<file path="config.mk">
export PLATFORM = sky130hd
export DESIGN_NAME = neopixel_decoder
export DESIGN_NICKNAME = d
export VERILOG_FILES = /design/src/rtl/neopixel_decoder.sv
export SDC_FILE = /design/constraint.sdc
export NUM_CORES = 1
export LEC_CHECK = 0
export ABC_AREA = 1
export ABC_CLOCK_PERIOD_IN_PS = 4700
export CAP_MARGIN = 20
export CORE_MARGIN = 5
export CORE_UTILIZATION = 26
export DETAILED_ROUTE_END_ITERATION = 12
export REMOVE_ABC_BUFFERS = 1
export SLEW_MARGIN = 20
export SYNTH_ARGS = -nofsm -noshare
export SYNTH_HDL_FRONTEND = slang
export SYNTH_SLANG_ARGS = --single-unit
export TNS_END_PERCENT = 50
</file>
<file path="constraint.sdc">
create_clock -name clock -period 4.7 [get_ports clock]
set_input_delay 0.47 -clock clock [delete_from_list [all_inputs] [get_ports clock]]
set_output_delay 0.47 -clock clock [all_outputs]
set_load 0.05 [all_outputs]
</file>
<file path="src/rtl/neopixel_decoder.sv">
// ---------------------------------------------------------------------------
// neopixel_decoder
//
// Receives a WS2812-style one-wire stream and rebuilds the 24-bit pixel words.
// The block times each high pulse and decodes a long pulse as 1 and a short
// pulse as 0. It shifts the bits in MSB first. A long continuous low marks the
// end of a frame (latch). Glitches, stuck-high pulses and partial words at a
// latch are reported as errors.
//
// Ports
//   clock         system clock
//   reset         synchronous, active-high reset
//   one_wire      asynchronous serial input line
//   pixel_data    last decoded 24-bit word, first received bit in [23]
//   pixel_valid   1-cycle pulse: pixel_data / pixel_index just updated
//   pixel_index   0-based position of that pixel within the current frame
//   frame_done    1-cycle pulse when a latch gap ends a frame
//   frame_pixels  number of complete pixels in the frame that just ended
//   error         1-cycle pulse on any protocol error
//   error_count   saturating count of error pulses (sticks at 255)
// ---------------------------------------------------------------------------
module neopixel_decoder #(
    parameter int MIN_HIGH_CYCLES      = 8,
    parameter int BIT_THRESHOLD_CYCLES = 30,
    parameter int MAX_HIGH_CYCLES      = 60,
    parameter int LATCH_CYCLES         = 2500,
    parameter int PIX_CNT_W            = 16
) (
    input  logic                 clock,
    input  logic                 reset,
    input  logic                 one_wire,
    output logic [23:0]          pixel_data,
    output logic                 pixel_valid,
    output logic [PIX_CNT_W-1:0] pixel_index,
    output logic                 frame_done,
    output logic [PIX_CNT_W-1:0] frame_pixels,
    output logic                 error,
    output logic [7:0]           error_count
);

    localparam int LOW_W  = $clog2(LATCH_CYCLES + 1);
    localparam int HIGH_W = $clog2(MAX_HIGH_CYCLES + 1);

    localparam logic [LOW_W-1:0]  LATCH_VAL  = LOW_W'(LATCH_CYCLES);
    localparam logic [HIGH_W-1:0] MIN_VAL    = HIGH_W'(MIN_HIGH_CYCLES);
    localparam logic [HIGH_W-1:0] THRESH_VAL = HIGH_W'(BIT_THRESHOLD_CYCLES);
    localparam logic [HIGH_W-1:0] MAX_VAL    = HIGH_W'(MAX_HIGH_CYCLES);

    typedef enum logic [1:0] {
        ST_SYNC,
        ST_LOW,
        ST_HIGH
    } state_t;

    // Input synchronizer plus a delayed copy for edge detection
    logic s1_q, s2_q, prev_q;
    logic rise, fall;

    state_t                 state_q, state_d;
    logic [LOW_W-1:0]       low_cnt_q, low_cnt_d;
    logic [HIGH_W-1:0]      high_cnt_q, high_cnt_d;
    logic [22:0]            word_q, word_d;
    logic [4:0]             bit_cnt_q, bit_cnt_d;
    logic                   bits_seen_q, bits_seen_d;
    logic [PIX_CNT_W-1:0]   pix_cnt_q, pix_cnt_d;

    logic                   pixel_valid_q, pixel_valid_d;
    logic [23:0]            pixel_data_q, pixel_data_d;
    logic [PIX_CNT_W-1:0]   pixel_index_q, pixel_index_d;
    logic                   frame_done_q, frame_done_d;
    logic [PIX_CNT_W-1:0]   frame_pixels_q, frame_pixels_d;
    logic                   error_q, error_d;
    logic [7:0]             error_count_q, error_count_d;

    logic                   bit_val;

    assign rise = ~prev_q & s2_q;
    assign fall = prev_q & ~s2_q;

    // Next-state logic. Only 23 bits of the shift register are kept. The 24th bit
    // is merged straight into pixel_data when it arrives, so pixel_valid leaves
    // one cycle after the fall is seen.
    always_comb begin
        state_d        = state_q;
        low_cnt_d      = low_cnt_q;
        high_cnt_d     = high_cnt_q;
        word_d         = word_q;
        bit_cnt_d      = bit_cnt_q;
        bits_seen_d    = bits_seen_q;
        pix_cnt_d      = pix_cnt_q;
        pixel_valid_d  = 1'b0;
        pixel_data_d   = pixel_data_q;
        pixel_index_d  = pixel_index_q;
        frame_done_d   = 1'b0;
        frame_pixels_d = frame_pixels_q;
        error_d        = 1'b0;
        bit_val        = 1'b0;

        case (state_q)
            ST_SYNC: begin
                // Only a long quiet line proves we are between frames
                if (s2_q) begin
                    low_cnt_d = '0;
                end else if (low_cnt_q == LATCH_VAL) begin
                    state_d = ST_LOW;
                end else begin
                    low_cnt_d = low_cnt_q + 1'b1;
                end
            end

            ST_LOW: begin
                if (low_cnt_q != LATCH_VAL) begin
                    low_cnt_d = low_cnt_q + 1'b1;
                end
                // Latch fires once per frame; the saturated counter alone
                // does not retrigger because bits_seen is cleared here.
                if ((low_cnt_q == LATCH_VAL) && bits_seen_q) begin
                    frame_done_d   = 1'b1;
                    frame_pixels_d = pix_cnt_q;
                    if (bit_cnt_q != 5'd0) begin
                        error_d = 1'b1;
                    end
                    bit_cnt_d   = 5'd0;
                    pix_cnt_d   = '0;
                    bits_seen_d = 1'b0;
                end
                if (rise) begin
                    state_d    = ST_HIGH;
                    high_cnt_d = HIGH_W'(1);
                end
            end

            ST_HIGH: begin
                if (fall) begin
                    if (high_cnt_q < MIN_VAL) begin
                        error_d     = 1'b1;
                        state_d     = ST_SYNC;
                        low_cnt_d   = '0;
                        bit_cnt_d   = 5'd0;
                        pix_cnt_d   = '0;
                        bits_seen_d = 1'b0;
                    end else begin
                        bit_val     = (high_cnt_q >= THRESH_VAL);
                        bits_seen_d = 1'b1;
                        state_d     = ST_LOW;
                        // The cycle in which the fall is seen is already low
                        low_cnt_d   = LOW_W'(1);
                        if (bit_cnt_q == 5'd23) begin
                            pixel_valid_d = 1'b1;
                            pixel_data_d  = {word_q, bit_val};
                            pixel_index_d = pix_cnt_q;
                            if (pix_cnt_q != {PIX_CNT_W{1'b1}}) begin
                                pix_cnt_d = pix_cnt_q + 1'b1;
                            end
                            bit_cnt_d = 5'd0;
                        end else begin
                            word_d    = {word_q[21:0], bit_val};
                            bit_cnt_d = bit_cnt_q + 5'd1;
                        end
                    end
                end else if (high_cnt_q == MAX_VAL) begin
                    // This is the first high cycle past the maximum width
                    error_d     = 1'b1;
                    state_d     = ST_SYNC;
                    low_cnt_d   = '0;
                    bit_cnt_d   = 5'd0;
                    pix_cnt_d   = '0;
                    bits_seen_d = 1'b0;
                end else begin
                    high_cnt_d = high_cnt_q + 1'b1;
                end
            end

            default: begin
                state_d   = ST_SYNC;
                low_cnt_d = '0;
            end
        endcase

        error_count_d = error_count_q;
        if (error_d && (error_count_q != 8'hFF)) begin
            error_count_d = error_count_q + 8'd1;
        end
    end

    // All state and registered outputs; reset takes priority over everything
    always_ff @(posedge clock) begin
        if (reset) begin
            s1_q           <= 1'b0;
            s2_q           <= 1'b0;
            prev_q         <= 1'b0;
            state_q        <= ST_SYNC;
            low_cnt_q      <= '0;
            high_cnt_q     <= '0;
            word_q         <= '0;
            bit_cnt_q      <= 5'd0;
            bits_seen_q    <= 1'b0;
            pix_cnt_q      <= '0;
            pixel_valid_q  <= 1'b0;
            pixel_data_q   <= '0;
            pixel_index_q  <= '0;
            frame_done_q   <= 1'b0;
            frame_pixels_q <= '0;
            error_q        <= 1'b0;
            error_count_q  <= 8'd0;
        end else begin
            s1_q           <= one_wire;
            s2_q           <= s1_q;
            prev_q         <= s2_q;
            state_q        <= state_d;
            low_cnt_q      <= low_cnt_d;
            high_cnt_q     <= high_cnt_d;
            word_q         <= word_d;
            bit_cnt_q      <= bit_cnt_d;
            bits_seen_q    <= bits_seen_d;
            pix_cnt_q      <= pix_cnt_d;
            pixel_valid_q  <= pixel_valid_d;
            pixel_data_q   <= pixel_data_d;
            pixel_index_q  <= pixel_index_d;
            frame_done_q   <= frame_done_d;
            frame_pixels_q <= frame_pixels_d;
            error_q        <= error_d;
            error_count_q  <= error_count_d;
        end
    end

    assign pixel_data   = pixel_data_q;
    assign pixel_valid  = pixel_valid_q;
    assign pixel_index  = pixel_index_q;
    assign frame_done   = frame_done_q;
    assign frame_pixels = frame_pixels_q;
    assign error        = error_q;
    assign error_count  = error_count_q;

endmodule
</file>
==> results.sh <==
export IMPL_detail_route_antenna_nets=0
export IMPL_worstSetupStartpointType="register"
export IMPL_muxShareOfSynthArea_pct=0
export IMPL_synth_compound_area_share_pct=16.2
export IMPL_fin_skew_ns=0.00818
export IMPL_cts_setup_buffers=0
export IMPL_grt_pass1_vias=5153
export IMPL_worstSetupPathType="register to register"
export IMPL_p_int_uw=2080
export IMPL_fillCellCount=2398
export IMPL_dp_cells=1127
export IMPL_synth_top_family_by_area="simple AND/OR/NAND/NOR gates"
export IMPL_synth_xor_area_share_pct=1.91
export IMPL_drv_slew=0
export IMPL_die_y_um=161
export IMPL_cpMaxStageDelayCell="nand4_2"
export IMPL_power_frac_seq_pct=42.3
export IMPL_gp_congestion=0.842
export IMPL_hpwlAfterDp_um=10000
export IMPL_drt_total_wl_um=14900
export IMPL_cts_tree="yes"
export IMPL_crit_chain="inv_1 > ha_1 > nand3_4 > inv_4 > nand2_4 > nand4_2 > o21ai_1 > nor2_1"
export IMPL_p_leak_uw=0.00278
export IMPL_ctsResizeCount=0
export IMPL_worstReg2RegStart="state_q[0]"
export IMPL_fp_dieArea_um2=26100
export IMPL_reg2reg_depth=8
export IMPL_max_freq_mhz=426
export IMPL_clock_latency_ns=0.42
export IMPL_routedWlPerCell_um=12.9
export IMPL_port_buffers=69
export IMPL_core_um2=22600
export IMPL_hold_buffers=0
export IMPL_worstPathArrival_ns=2.66
export IMPL_io_pins=70
export IMPL_slowest_delay_ns=0.50
export IMPL_htreeDepth=4
export IMPL_clkTransAtPathRegs_ns=0.06
export IMPL_clock_sinks=135
export IMPL_critPathLaunch="state_q[0]"
export IMPL_critPathCaptureType="register"
export IMPL_max_vdd_ir_drop_mv=0.272
export IMPL_rsz0062_at_grt="no"
export IMPL_crit_buf_inv=2
export IMPL_setup_viol=0
export IMPL_relSlewSlack_pct=53.2
export IMPL_cts_inserted_buffers=17
export IMPL_endpoint="pix_cnt_q[3]"
export IMPL_cp_required_ns=5.01
export IMPL_synthCells=805
export IMPL_layout_common_cells="148 x nand2_1, 135 x dfxtp_1, 120 x nor2_1"
export IMPL_stdcell_count=1159
export IMPL_antenna_found_initial=0
export IMPL_drtIter0Drc=280
export IMPL_root_buffer="clkbuf_16"
export IMPL_fin_crit_ns=2.35
export IMPL_critPathTopFamily="simple AND/OR/NAND/NOR gates"
export IMPL_syn_avg_cell_area_um2=7.41
export IMPL_ys_types=35
export IMPL_layout_drive_gt1_share_pct=8.01
export IMPL_clkPwrFrac_pct=47.0
export IMPL_yosys_area_share_simple_pct=26.3
export IMPL_track_usage_pct=11.7
export IMPL_synth_seq_cells=135
export IMPL_worst_r2r_endpoint="pix_cnt_q[3]"
export IMPL_synthAdderAreaFrac_pct=2.52
export IMPL_num_rows=55
export IMPL_outcome="complete, no violations"
export IMPL_p_comb_share_pct=10.7
export IMPL_cp_max_fo=27
export IMPL_initial_core_util_pct=26.3
export IMPL_layout_area_overhead_vs_synth_pct=25.3
export IMPL_tightestPinTransition_ns=0.701
export IMPL_fin_tns_setup_ns=0
export IMPL_synth_area_um2=5960
export IMPL_cts_buffer_depth=2
export IMPL_hold_path_class="register to register"
export IMPL_dr_pass1_iters=5
export IMPL_grt_max_degree=61
export IMPL_p_sw_share_pct=28.3
export IMPL_ys_warn_count=0
export IMPL_nNetsFinal=876
export IMPL_diodes=0
export IMPL_power_net_switching_uw=824
export IMPL_final_common_cell="nand2_1"
export IMPL_max_cap_violations=0
export IMPL_gr_total_overflow=0
export IMPL_p_per_area_nw_per_um2=389
export IMPL_route_detailed_drc=0
export IMPL_r2r_slack_ns=2.35
export IMPL_hold_viol=0
export IMPL_yosysSeqAreaShare_pct=45.3
export IMPL_grt_pass1_wl_um=25300
export IMPL_die_x_um=161
export IMPL_vias=5312
export IMPL_period_share_pct=50.0
export IMPL_vias_per_cell=4.58
export IMPL_cp_depth=8
routing by layer:
metal / share of wire, % / GRT usage, % / up-vias / wire length (µm)
met5: 0 / 0 / - / 0
met4: 1.1 / 3.99 / 0 / 161
met3: 4.4 / 3.27 / 18 / 652
met2: 45 / 18.0 / 112 / 6670
met1: 50 / 15.7 / 2416 / 7440
li1: - / - / 2766 / -
cell type report:
cell class	count	area (µm²)	area share [%]
Clock inverter	15	183	2.44
Tap cell	285	357	4.77
Inverter	73	277	3.70
Sequential cell	135	2700	36.2
Multi-Input combinational cell	560	2810	37.6
Clock buffer	17	425	5.69
Timing Repair Buffer	74	723	9.68
cell usage after synthesis, drive strengths merged:
cell | count | area (µm²)
nand2 | 155 | 609
o22ai | 1 | 6.26
a211oi | 13 | 97.6
nand4 | 27 | 175
nor3 | 13 | 65.1
clkbuf | 19 | 71.3
nand3 | 30 | 193
ha | 12 | 150
buf | 18 | 111
nand3b | 2 | 15.0
o31ai | 1 | 7.51
o21ai | 71 | 355
and3 | 3 | 18.8
xor2 | 10 | 87.6
xnor2 | 3 | 26.3
inv | 72 | 273
clkinv | 1 | 3.75
nor2 | 126 | 493
a31oi | 3 | 18.8
dfxtp | 135 | 2700
a21oi | 89 | 475
o21bai | 1 | 7.51
power by group through the flow:
stage	Clock [µW]	Combinational [µW]	Sequential [µW]
global placement	0	310	1250
finish	1370	312	1230
global route	1460	362	1240
detailed placement	0	311	1250
CTS	1400	313	1230
floorplan	0	232	1240
cell families after synthesis:
logic type                 Yosys count
AOI/OAI and AO/OA                  179
xor gates and xnor gates            13
adders and majority gates           12
buffers and inverters              110
DFF                                135
and+or+nand+nor                    356
through the flow:
stage	hold slack [ns]	area, µm²	setup WS, ns	power, µW	util, %
floorplan	0.388	5780	1.94	1480	-
global placement	0.427	6870	2.37	1560	30.3
detailed placement	0.426	6870	2.29	1570	30.3
CTS	0.437	7470	2.28	2950	33.0
global route	0.453	7470	2.02	3060	33.0
finish	0.426	7470	2.35	2910	33.0
tightest hold or removal path: cells and delay by family, from the launching register on:
family / cells / cell delay, ns
buffers and inverters: 1 / 0.05
DFF: 1 / 0.30
and+or+nand+nor: 1 / 0.03
registers in the layout (all words and copies together) (netlist names):
register and count:
bits_seen_q 1, state_q 2, frame_done 1, error 1, error_count 8, prev_q 1
frame_pixels 16, high_cnt_q 6, low_cnt_q 12, s2_q 1, s1_q 1, pix_cnt_q 16
word_q 23, pixel_data 24, pixel_valid 1, pixel_index 16, bit_cnt_q 5
worst min path at each step:
stage / start / end / cells after the start
3_5_place_dp: s1_q / s2_q / 2
4_1_cts: s1_q / s2_q / 2
5_1_grt: s1_q / s2_q / 2
3_3_place_gp: s1_q / s2_q / 2
2_1_floorplan: s1_q / s2_q / 2
6_report: s1_q / s2_q / 2
No activity file was read; power rests on OpenSTA's default activity.
==> RTL edit 1, RTL diff (same settings) <==
Re-encode `state_t` (3 states) as one-hot, 3 bits wide.
--- a/src/rtl/neopixel_decoder.sv
+++ b/src/rtl/neopixel_decoder.sv
@@ -46,10 +46,10 @@
     localparam logic [HIGH_W-1:0] THRESH_VAL = HIGH_W'(BIT_THRESHOLD_CYCLES);
     localparam logic [HIGH_W-1:0] MAX_VAL    = HIGH_W'(MAX_HIGH_CYCLES);
 
-    typedef enum logic [1:0] {
-        ST_SYNC,
-        ST_LOW,
-        ST_HIGH
+    typedef enum logic [2:0] {
+        ST_SYNC = 3'b001,
+        ST_LOW  = 3'b010,
+        ST_HIGH = 3'b100
     } state_t;
 
     // Input synchronizer plus a delayed copy for edge detection
Function: same outputs for any inputs over 4 cycles, from zero or initial values and one cycle with reset high; so few cycles prove little.
==> RTL edit 1 against the original RTL <==
Sequential share of layout area up 0.25 points. Critical endpoint unchanged. Synthesized cell count grew 3.5%. Global-route usage up 0.12 points. Design area about the same. Area after synthesis up 0.44%. Routed wire length is 1.2% higher. Via count grew 0.60%. Largest cell class unchanged. Setup slack worse by 170 ps. Critical path type unchanged. Sequential cell count up 1.
Power is not compared: it rests on default switching activity, and its combinational part moved more than twofold at a synthesized area within 25%.
==> RTL edit 1: results (changes against the original RTL) <==
[route]
firstDrtPassIters=5  ; unchanged
drt_iter0_drc=328  ; was 280
wl_um=15100  ; was 14920 um
vias=5344  ; was 5312

[placement]
place_area_mm2=0.006898  ; was 0.006865 mm^2
hpwl_um=10180  ; was 10000 um
place.gp.congestion=0.8455  ; was 0.8419
portBuffers=69  ; unchanged

[logic_synthesis]
async_flop_share_pct=0  ; unchanged
synthFlopType=dfxtp_1  ; unchanged
synth_top_cells_by_count=183 x nor2_1, 136 x dfxtp_1, 124 x nand2_1  ; was 148 x nand2_1, 135 x dfxtp_1, 120 x nor2_1
yosysTopAreaCell=dfxtp_1  ; unchanged
ys_seq_area_share_pct=45.46  ; was 45.32%
synth_cell_types=37  ; was 35
synth_area_leaders=dfxtp_1 45%, nor2_1 11%, nand2_1 7.8%  ; was dfxtp_1 45%, nand2_1 9.3%, nor2_1 7.6%
yosys_warnings=0  ; unchanged

[grt]
track_usage_pct=11.80  ; was 11.68%
grt_pass1_wl_um=25460  ; was 25300 um
grt_max_degree=51  ; was 61
grt_pass1_vias=5073  ; was 5153
antenna_found_initial=0  ; unchanged

[cts]
cts_root_buf=clkbuf_16  ; unchanged
cts_buffers=17  ; unchanged
clock_latency_ps=430
cts_buffer_depth=2  ; unchanged
clk_pin_slew_ps=60  ; about the same
post-cts-setup-buffer-count=0  ; unchanged
ctsResizeCount=0  ; unchanged
htreeDepth=4  ; unchanged

[worst_setup_path]
worstPathArrival_ps=2840  ; was 2660 ps
cp_top_family=simple AND/OR/NAND/NOR gates  ; unchanged
path_max_fanout=27  ; unchanged
cp_slowest_stage_delay_ps=490
slowest_stage=nor2_4  ; was nand4_2
rr_worst_depth=12  ; was 8

[final_layout]
drive_gt1_share_pct=8.195  ; was 8.009%
largest_reg_flops=24  ; unchanged
antennaDiodeCount=0  ; unchanged
nets=901  ; was 876

[sta]
finalSetupViolCount=0  ; unchanged
relSlewSlack_pct=52.55  ; was 53.22%
finalClockSkew_ps=10.40  ; was 8.182 ps

[min_path]
hold_path_depth=2  ; unchanged
hp-class=flip-flop to flip-flop  ; unchanged

[power_and_ir_drop]
peakVddDrop_mv=0.2279
leakagePower_nw=3.081

[outcome]
outcome=complete, no violations  ; unchanged

==> RTL edit 1: changes by cell type after synthesis, sizes merged, moves of 7 or more <==
cell    before  now
a211oi      13    0
a21oi       89   62
buf         18   11
nand2      155  133
nand3       30   57
nand4       27    8
nor2       126  192
o21ai       71   90
==> RTL edit 1: logic make-up after synthesis <==
family	count (synthesis)	synth area share, %
compound gates	161	14.16
flops	136	45.46
fa+ha+maj	8	1.671
xor+xnor	12	1.755
buf+inv	107	7.270
simple gates	409	29.68
==> RTL edit 1: metrics by stage <==
step	cells	total power, mW	util, %	hold slack [ps]	setup slack, ps
after floorplan	799	1.278	-	388.3	2427
after global placement	1156	1.309	30.47	406.2	1953
after detailed placement	1156	1.311	30.47	404.2	1962
after CTS	1188	2.640	33.03	415.2	2137
after global routing	1188	2.711	33.03	434.7	1856
final	1188	2.609	33.03	408.6	2180
==> RTL edit 1: area by class of cell <==
type / count / area, um^2
well taps: 285 / 356.6
inverters: 73 / 274.0
clock inverters: 15 / 153.9
repair buffers: 72 / 713.2
clock buffers: 17 / 425.4
flip-flops and latches: 136 / 2723
multi-input cells: 590 / 2831
fillers: 2426 / 15160
==> RTL edit 1: where the power goes <==
group	internal [mW]	switching [mW]	total (mW)
registers	1.16	0.0128	1.18
logic	0.0337	0.0732	0.107
clock network	0.751	0.574	1.32
==> RTL edit 1: path summary, 6_finish.rpt <==
path / start / to / slack, ps
min reg2reg: s1_q / s2_q / 410
min: s1_q / s2_q / 410
max reg2reg: s2_q / pix_cnt_q[3] / 2180
max: s2_q / pix_cnt_q[3] / 2180
==> RTL edit 1: layer usage <==
layer	wire length (um)	GRT usage (%)
met5	0	0
met4	186	3.499
met3	793	3.552
met2	6579	17.88
met1	7539	16.24
==> RTL edit 2, RTL diff (same settings) <==
Without the edit above. `BIT_THRESHOLD_CYCLES`: 30 -> 16.
--- a/src/rtl/neopixel_decoder.sv
+++ b/src/rtl/neopixel_decoder.sv
@@ -21,7 +21,7 @@
 // ---------------------------------------------------------------------------
 module neopixel_decoder #(
     parameter int MIN_HIGH_CYCLES      = 8,
-    parameter int BIT_THRESHOLD_CYCLES = 30,
+    parameter int BIT_THRESHOLD_CYCLES = 16,
     parameter int MAX_HIGH_CYCLES      = 60,
     parameter int LATCH_CYCLES         = 2500,
     parameter int PIX_CNT_W            = 16
Formal check against the unedited RTL: no difference found for any inputs over 4 cycles, from zero or initial values and one cycle with reset high; that may be too few to reach the edited logic, so the function may still have changed.
==> RTL edit 2 against the original RTL <==
Routed wire length fell by 2.3%. Hold slack better by 24 ps. Fmax rose by 7.0%. Non-clock buffer count is 2 lower. Design area fell by 0.52%. Area after synthesis decreased by 0.27%. Setup slack improved by 150 ps. Sequential cell count stayed put.
Power is not compared: it rests on default switching activity, and its combinational part moved more than twofold at a synthesized area within 25%.
==> RTL edit 2: results (changes against the original RTL) <==
[cts]
cts_root_buf=clkbuf_16  ; unchanged
cts_buffer_depth=2  ; unchanged
clock_latency_ps=430
ctsResizeCount=0  ; unchanged
post-cts-setup-buffer-count=0  ; unchanged
htreeDepth=4  ; unchanged

[worst_setup_path]
worstPathArrival_ps=2540  ; was 2660 ps
cp_slowest_stage_delay_ps=430  ; was 500 ps
slowest_stage=buf_4  ; was nand4_2
rr_worst_depth=7  ; was 8
path_max_fanout=46  ; was 27

[sta]
relSlewSlack_pct=38.26  ; was 53.22%
finalClockSkew_ps=15.71  ; was 8.182 ps

[power_and_ir_drop]
peakVddDrop_mv=0.2333
finalPower_mw=2.535
p_comb_mw=0.0384
power.internal_mw=2.015

[route]
drt-met1-wl_um=7244  ; was 7443 um
firstDrtPassIters=5  ; unchanged
vias=5230  ; was 5312
wl_met3_um=591  ; was 652 um
drt_iter0_drc=285  ; was 280
wl_per_cell_um=12.64  ; was 12.88 um
wl_met2_um=6655  ; was 6667 um

[final_layout]
nets=870  ; was 876
stdcell_count=1153  ; was 1159
drive_gt1_share_pct=6.567  ; was 8.009%
antennaDiodeCount=0  ; unchanged
fill_cells=2412  ; was 2398

[grt]
grt_pass1_vias=4877  ; was 5153
grt_pass1_wl_um=24120  ; was 25300 um
track_usage_pct=11.13  ; was 11.68%
grt_max_degree=72  ; was 61

[logic_synthesis]
synth_cell_types=34  ; was 35
yosys_warnings=0  ; unchanged
synth_top_cells_by_count=142 x nand2_1, 135 x dfxtp_1, 118 x nor2_1  ; was 148 x nand2_1, 135 x dfxtp_1, 120 x nor2_1
ys_seq_area_share_pct=45.44  ; was 45.32%
syn_area_per_cell_um2=7.462  ; was 7.408 um^2
synth_area_leaders=dfxtp_1 45%, nand2_1 9.0%, nor2_1 7.4%  ; was dfxtp_1 45%, nand2_1 9.3%, nor2_1 7.6%

[placement]
post-place-ws_ps=2496  ; was 2295 ps
dp_cells=1121  ; was 1127
place.gp.congestion=0.8538  ; was 0.8419
place_area_mm2=0.006842  ; was 0.006865 mm^2
hpwl_um=9705  ; was 10000 um

[outcome]
outcome=complete, no violations  ; unchanged

RTL edit 2: cell families after synthesis:
logic type      share of synthesized area, %
simple gates                           25.90
fa+ha+maj                              2.525
compound gates                         16.41
flops                                  45.44
buf+inv                                7.805
xor+xnor                               1.915
RTL edit 2: routing by layer:
layer / vias to the layer above / GRT usage [%]
met5: - / 0
met4: 0 / 3.180
met3: 10 / 3.368
met2: 83 / 17.56
met1: 2385 / 14.80
li1: 2752 / -
RTL edit 2: area by class of cell:
class,instances,share of cell area (%)
multi-input combinational,552,37.43
sequential,135,36.35
timing repair buffer,72,9.525
clock buffer,23,6.294
tap,285,4.796
inverter,77,3.938
clock inverter,9,1.666
RTL edit 2: worst paths after layout:
path / start / endpoint / slack [ps]
setup / recovery: state_q[0] / pixel_index[9] / 2510
hold / removal: s1_q / s2_q / 450
hold reg to reg: s1_q / s2_q / 450
setup reg to reg: state_q[0] / pixel_index[9] / 2510
